<file path="src/rtl/erm16_pkg.sv">
// ERM16 decode definitions: instruction field positions, opcode classes, decode helpers.
// Latency: none (types and functions only).
// Backpressure: not applicable.
package erm16_pkg;

    localparam int BITS    = 16;
    localparam int REG_W   = 3;
    localparam int OP_W    = 4;
    localparam int IMM_W   = 6;

    localparam int OP_LSB  = 12;
    localparam int RD_LSB  = 9;
    localparam int RS1_LSB = 6;
    localparam int RS2_LSB = 3;
    localparam int IMM_LSB = 0;

    localparam logic [OP_W-1:0] OP_I_FIRST = 4'b1000;
    localparam logic [OP_W-1:0] OP_I_LAST  = 4'b1011;
    localparam logic [OP_W-1:0] OP_BRANCH  = 4'b1100;

    typedef enum logic [1:0] {
        CLS_R,
        CLS_I,
        CLS_BR,
        CLS_NONE
    } cls_e;

    typedef struct packed {
        logic [OP_W-1:0]  op;
        logic [REG_W-1:0] rd;
        logic [REG_W-1:0] rs1;
        logic [REG_W-1:0] rs2;
        logic [IMM_W-1:0] imm;
    } fields_t;

    typedef struct packed {
        logic [OP_W-1:0]  op;
        logic [REG_W-1:0] rd;
        logic             wr;
    } meta_t;

    function automatic cls_e op_class(input logic [OP_W-1:0] op);
        if (!op[OP_W-1])                           return CLS_R;
        else if (op >= OP_I_FIRST && op <= OP_I_LAST) return CLS_I;
        else if (op == OP_BRANCH)                  return CLS_BR;
        else                                       return CLS_NONE;
    endfunction

    function automatic logic reads_rs1(input logic [OP_W-1:0] op);
        return op_class(op) != CLS_NONE;
    endfunction

    function automatic logic reads_rs2(input logic [OP_W-1:0] op);
        return op_class(op) == CLS_R || op_class(op) == CLS_BR;
    endfunction

    function automatic logic writes_rd(input logic [OP_W-1:0] op);
        return op_class(op) == CLS_R || op_class(op) == CLS_I;
    endfunction

    // rs2 and imm6 overlap on purpose; the class decides which one is meaningful.
    function automatic fields_t split(input logic [BITS-1:0] instr);
        fields_t f;
        f.op  = instr[OP_LSB  +: OP_W];
        f.rd  = instr[RD_LSB  +: REG_W];
        f.rs1 = instr[RS1_LSB +: REG_W];
        f.rs2 = instr[RS2_LSB +: REG_W];
        f.imm = instr[IMM_LSB +: IMM_W];
        return f;
    endfunction

endpackage

</file>
<file path="src/rtl/scoreboard.sv">
// In-flight destination tracker with RAW/WAW hazard query.
// Latency: set/clear take effect on the next edge; the hazard query is combinational.
// Backpressure: none itself; the hazard output is what stalls the decode stage.
module scoreboard #(
    parameter int N = 3
) (
    input  logic         clk,
    input  logic         rst,
    input  logic         set_en,
    input  logic [N-1:0] set_addr,
    input  logic         clr_en,
    input  logic [N-1:0] clr_addr,
    input  logic         fclr_en,
    input  logic [N-1:0] fclr_addr,
    input  logic [N-1:0] rs1,
    input  logic         rs1_en,
    input  logic [N-1:0] rs2,
    input  logic         rs2_en,
    input  logic [N-1:0] rd,
    input  logic         rd_en,
    output logic         hazard
);

    logic [2**N-1:0] busy;
    logic [2**N-1:0] busy_nxt;
    logic            hit1;
    logic            hit2;
    logic            hitd;

    // Clears are applied first so a same-cycle set on the same register wins.
    always_comb begin
        busy_nxt = busy;
        if (clr_en)  busy_nxt[clr_addr]  = 1'b0;
        if (fclr_en) busy_nxt[fclr_addr] = 1'b0;
        if (set_en)  busy_nxt[set_addr]  = 1'b1;
    end

    always_ff @(posedge clk) begin
        if (!rst) busy <= '0;
        else      busy <= busy_nxt;
    end

    // A register being written back this cycle is no longer a hazard: forwarding covers it.
    assign hit1 = busy[rs1] & ~(clr_en & (clr_addr == rs1));
    assign hit2 = busy[rs2] & ~(clr_en & (clr_addr == rs2));
    assign hitd = busy[rd]  & ~(clr_en & (clr_addr == rd));

    assign hazard = (rs1_en & hit1) | (rs2_en & hit2) | (rd_en & hitd);

endmodule

</file>
<file path="src/rtl/operand_fetch.sv">
// ERM16 decode/operand fetch: field split, regfile addressing, write-back forwarding, hazard stall.
// Latency: 1 cycle from accept to out_*; one instruction per cycle when hazard-free.
// Backpressure: in_ready drops on hazard, flush, reset, or a held output with out_ready low.
module operand_fetch
    import erm16_pkg::*;
#(
    parameter int bits = BITS,
    parameter int N    = REG_W
) (
    input  logic            clk,
    input  logic            rst,
    input  logic            in_valid,
    input  logic [bits-1:0] in_instr,
    output logic            in_ready,
    input  logic            flush,
    output logic [N-1:0]    RA1,
    output logic [N-1:0]    RA2,
    input  logic [bits-1:0] RD1,
    input  logic [bits-1:0] RD2,
    input  logic            wb_we,
    input  logic [N-1:0]    wb_addr,
    input  logic [bits-1:0] wb_data,
    output logic            out_valid,
    input  logic            out_ready,
    output logic [3:0]      out_op,
    output logic [N-1:0]    out_rd,
    output logic            out_wr,
    output logic [bits-1:0] out_a,
    output logic [bits-1:0] out_b
);

    fields_t         f;
    logic            rd_rs1;
    logic            rd_rs2;
    logic            wr_rd;
    logic            hazard;
    logic            accept;
    logic [bits-1:0] fwd_a;
    logic [bits-1:0] fwd_b;
    logic [bits-1:0] imm_ext;
    logic [bits-1:0] opa;
    logic [bits-1:0] opb;
    meta_t           meta_q;
    logic [bits-1:0] a_q;
    logic [bits-1:0] b_q;

    assign f      = split(in_instr);
    assign rd_rs1 = reads_rs1(f.op);
    assign rd_rs2 = reads_rs2(f.op);
    assign wr_rd  = writes_rd(f.op);

    assign RA1 = f.rs1;
    assign RA2 = f.rs2;

    // The regfile write lands at the end of this cycle, so bypass it for same-cycle readers.
    assign fwd_a   = (wb_we && wb_addr == f.rs1) ? wb_data : RD1;
    assign fwd_b   = (wb_we && wb_addr == f.rs2) ? wb_data : RD2;
    assign imm_ext = {{(bits-IMM_W){f.imm[IMM_W-1]}}, f.imm};

    always_comb begin
        opa = '0;
        opb = '0;
        case (op_class(f.op))
            CLS_R, CLS_BR: begin
                opa = fwd_a;
                opb = fwd_b;
            end
            CLS_I: begin
                opa = fwd_a;
                opb = imm_ext;
            end
            default: ;
        endcase
    end

    scoreboard #(.N(N)) u_sb (
        .clk       (clk),
        .rst       (rst),
        .set_en    (accept & wr_rd),
        .set_addr  (f.rd),
        .clr_en    (wb_we),
        .clr_addr  (wb_addr),
        .fclr_en   (flush & out_valid & out_wr),
        .fclr_addr (out_rd),
        .rs1       (f.rs1),
        .rs1_en    (rd_rs1),
        .rs2       (f.rs2),
        .rs2_en    (rd_rs2),
        .rd        (f.rd),
        .rd_en     (wr_rd),
        .hazard    (hazard)
    );

    assign in_ready = rst & ~(in_valid & hazard) & ~flush & (~out_valid | out_ready);
    assign accept   = in_valid & in_ready;

    always_ff @(posedge clk) begin
        if (!rst) begin
            out_valid <= 1'b0;
            meta_q    <= '0;
            a_q       <= '0;
            b_q       <= '0;
        end else if (flush) begin
            out_valid <= 1'b0;
        end else if (accept) begin
            out_valid <= 1'b1;
            meta_q    <= '{op: f.op, rd: f.rd, wr: wr_rd};
            a_q       <= opa;
            b_q       <= opb;
        end else if (out_ready) begin
            out_valid <= 1'b0;
        end
    end

    assign out_op = meta_q.op;
    assign out_rd = meta_q.rd;
    assign out_wr = meta_q.wr;
    assign out_a  = a_q;
    assign out_b  = b_q;

endmodule

</file>
<file path="config.mk">
export PLATFORM = sky130hd
export DESIGN_NAME = operand_fetch
export DESIGN_NICKNAME = d
export VERILOG_FILES = /design/src/rtl/erm16_pkg.sv /design/src/rtl/scoreboard.sv /design/src/rtl/operand_fetch.sv
export SDC_FILE = /design/constraint.sdc
export NUM_CORES = 1
export LEC_CHECK = 0
export ABC_AREA = 1
export CAP_MARGIN = 15
export CORE_MARGIN = 10
export CORE_UTILIZATION = 43
export CTS_BUF_LIST = sky130_fd_sc_hd__clkbuf_8 sky130_fd_sc_hd__clkbuf_16
export DETAILED_ROUTE_END_ITERATION = 8
export PLACE_DENSITY = 0.89
export SETUP_SLACK_MARGIN = 0.4
export SLEW_MARGIN = 25
export SYNTH_ARGS = -nofsm -noshare
export SYNTH_HDL_FRONTEND = slang
export SYNTH_SLANG_ARGS = --single-unit
</file>
<file path="constraint.sdc">
create_clock -name clk -period 2.07 [get_ports clk]
set_clock_uncertainty 0.1 [all_clocks]
set_input_delay 0.414 -clock clk [delete_from_list [all_inputs] [get_ports clk]]
set_output_delay 0.414 -clock clk [all_outputs]
set_load 0.1 [all_outputs]
</file>
==> impl_metrics.yaml <==
outcome:
  outcome: "finished, violations left"
  violations: "negative setup slack"
global_route:
  grt-ovfl-total: 0
  grt_max_degree: 28
  grt_usage_pct: 25.2
  antenna_found_initial: 0
  grt_pass1_vias: 4118
  grt_pass1_wl_mm: 20.9
floorplanning:
  start_util_pct: 45.0
  io_pins: 121
  chipHeight_um: 102
  coreArea_sq_um: 6460
  rows: 29
  fp.dieW_um: 102
  die_area_sq_um: 10400
power_and_ir_drop:
  clkPwrFrac_pct: 23.9
  total_power_mw: 2.55
  p_comb_share_pct: 37.9
  peakVddDrop_mv: 0.321
  power.share.switching_pct: 36.7
  leakagePower_nw: 2.28
  internal_power_mw: 1.62
  power.density_nw_per_um2: 474
  p_seq_share_pct: 38.2
  p_sw_uw: 937
cts:
  holdBufCountCts: 0
  cts-buffers-inserted: 5
  cts_sinks: 49
  htreeDepth: 2
  clk_pin_slew_ns: 0.10
  clockBufferDepth: 2
  cts_tree: "done"
  cts-root-buf: "clkbuf_8"
  insertion_delay_ns: 0.31
routing:
  dr_total_vias: 4189
  drt-met1-wl_mm: 5.01
  wl_met3_mm: 1.47
  dr.pass1.iters: 5
  routed.top_layer: "met4"
  wl_mm: 14.2
  vias_per_cell: 5.72
  drt_iter0_drc: 363
  met2_length_mm: 7.09
  post_drt_wl_per_cell_um: 19.4
  drc: 0
  ant_nets: 0
synth:
  synth.avg_cell_area_sq_um: 6.18
  syn_area_sq_um: 2900
  netlist-cell-type-count: 23
  synthCells: 470
  yosys_register_bits: 49
  ys_seq_area_share_pct: 33.8
  synth.net_count: 543
  yosys_warnings: 0
cells_and_area:
  seq_area_sq_um: 1010
  fillers: 380
  n_antenna_cell: 0
  finalNonFillerCells: 732
  drive_above_1_share_pct: 39.7
  fin_area_sq_um: 5390
  fin_nets: 727
  multiInputGateArea_sq_um: 1890
  area_growth_pct: 85.7
hold_path:
  min_path_type: "in -> reg"
  whs_path_depth: 3
timing:
  period_share_pct: 108
  fmax_ghz: 0.449
  hold_viol: 0
  period_minus_slack_ns: 2.23
  tightestPinTransition_ns: 0.588
  rsz0062_at_grt: "true"
  finalSetupViolations: 4
  setup_slack_ns: -0.157
  max_slew_margin_pct: 60.3
  slew_violations: 0
worst_setup_path:
  r2r_cells: 15
  crit_chain: "nand2_1 > nand3_1 > nand2_1 > nand2_1 > nand2_1 > nor2_2 > nor2_4 > nand2_2 > a21boi_4 > buf_12"
  worst-endpoint-required_ns: 1.56
  critPathBufInv: 1
  cp.depth: 10
  cp_top_family: "simple AND/OR/NAND/NOR gates"
  end_kind: "primary output"
  slowest_delay_ns: 0.38
  crit_path_max_fanout: 4
  critical_path.most_common_cell: "nand2_1"
  worstPathArrival_ns: 1.71
  crit_path_top_delay_cell: "dfxtp_4"
  worstSetupPathType: "reg -> out"
  cp-start-kind: "register"
placed_design:
  placedCellCount: 688
  place_area_sq_um: 4560
  hpwlAfterDp_mm: 9.36
  place.gp.congestion: 0.951
  port_buffers: 120
  post-place-ws_ns: -0.539
run:
  drv_cap: 0
cells in the mapped netlist (all sizes together):
master | n | area share, %
nand2 | 149 | 19
a21oi | 57 | 9.8
dfxtp | 49 | 34
o21ai | 46 | 7.9
inv | 43 | 5.6
nor2 | 43 | 6.3
nand3 | 18 | 3.1
buf | 17 | 3.7
clkbuf | 12 | 1.6
nand4 | 10 | 2.7
o211ai | 6 | 1.6
or2 | 5 | 1.1
nor3 | 4 | 0.69
a211oi | 3 | 0.78
xnor2 | 3 | 0.90
o22ai | 2 | 0.43
o311ai | 2 | 0.60
a21boi | 1 | 0.26
placed cells by master, fill, tap and decap left out, drive strengths merged, types with 6 or more instances in the layout:
master           n
dfxtp           49
nand3           18
inv             43
a21oi           57
buf            144
nand4           10
nand2          149
nor2            44
o21ai           46
clkbuf           6
clkdlybuf4s50   55
o211ai           6
worst register-to-register path: stages, from the launching register on:
cell and delay, ns:
dfxtp_2 0.39, nand2_1 0.07, nand3_1 0.08, nand2_1 0.07, nand2_1 0.07, nand2_1 0.07
nor2_2 0.16, nor2_4 0.07, buf_4 0.13, buf_6 0.11, nand4_4 0.11, buf_6 0.17
buf_12 0.11, buf_16 0.12, nand2_1 0.06, a21oi_1 0.16
per-layer routing:
layer,vias to the layer above,global-route usage (%)
li1,1901,-
met1,1937,28.1
met2,284,43.2
met3,67,6.75
met4,0,12.7
met5,-,0
per-stage QoR:
step | setup TNS (ns) | hold slack (ns) | utilization (%)
2_1_floorplan | -0.125 | 0.403 | -
3_3_place_gp | -19.10 | 0.348 | 70.6
3_5_place_dp | -20.87 | 0.357 | 70.6
4_1_cts | -0.0309 | 0.278 | 80.7
5_1_grt | -1.84 | 0.305 | 83.5
6_report | -0.225 | 0.274 | 83.5
layout make-up:
class                   count  area share [%]
well taps                  77            1.79
clock buffers               5            1.28
multi-input cells         350            35.0
clock inverters             3           0.395
inverters                  43            3.46
repair buffers            205            39.4
flip-flops and latches     49            18.7
power by group through the flow:
stage	clock, mW	sequential (mW)	combinational [mW]
final	0.611	0.977	0.967
after global routing	0.641	0.979	1.01
after CTS	0.597	0.980	0.913
after detailed placement	0	1.00	0.799
after global placement	0	1.00	0.786
after floorplan	0	1.14	0.305
cells by family after synthesis:
group                     Yosys count  synth area share [%]
and+or+nand+nor                   229                  33.1
xor gates and xnor gates            3                 0.905
AOI/OAI and AO/OA                 117                  21.4
buffers and inverters              72                  10.8
DFF                                49                  33.8
registers in the layout (all words and copies together) (netlist names):
signal     flops
out_wr         1
out_rd         3
out_b         16
out_valid      1
u_sb.busy      8
out_a         16
out_op         4
path summary, 6_finish.rpt:
| path | startpoint | to | slack, ns |
|---|---|---|---|
| setup / recovery | u_sb.busy[3] | in_ready | -0.16 |
| hold / removal | in_instr[12] | out_op[0] | 0.27 |
| setup reg to reg | u_sb.busy[1] | out_b[11] | -0.03 |
| hold reg to reg | out_a[2] | out_a[2] | 0.37 |
timing repair:
action | in CTS | in global routing
cloned | 8 | 0
endpoints found under the setup margin | 56 | 50
buffers inserted | 21 | 7
gates resized for setup | 174 | 41
pin swaps | 34 | 18
hold endpoints to repair | 0 | 0
Power figures use the tool's default switching activity.
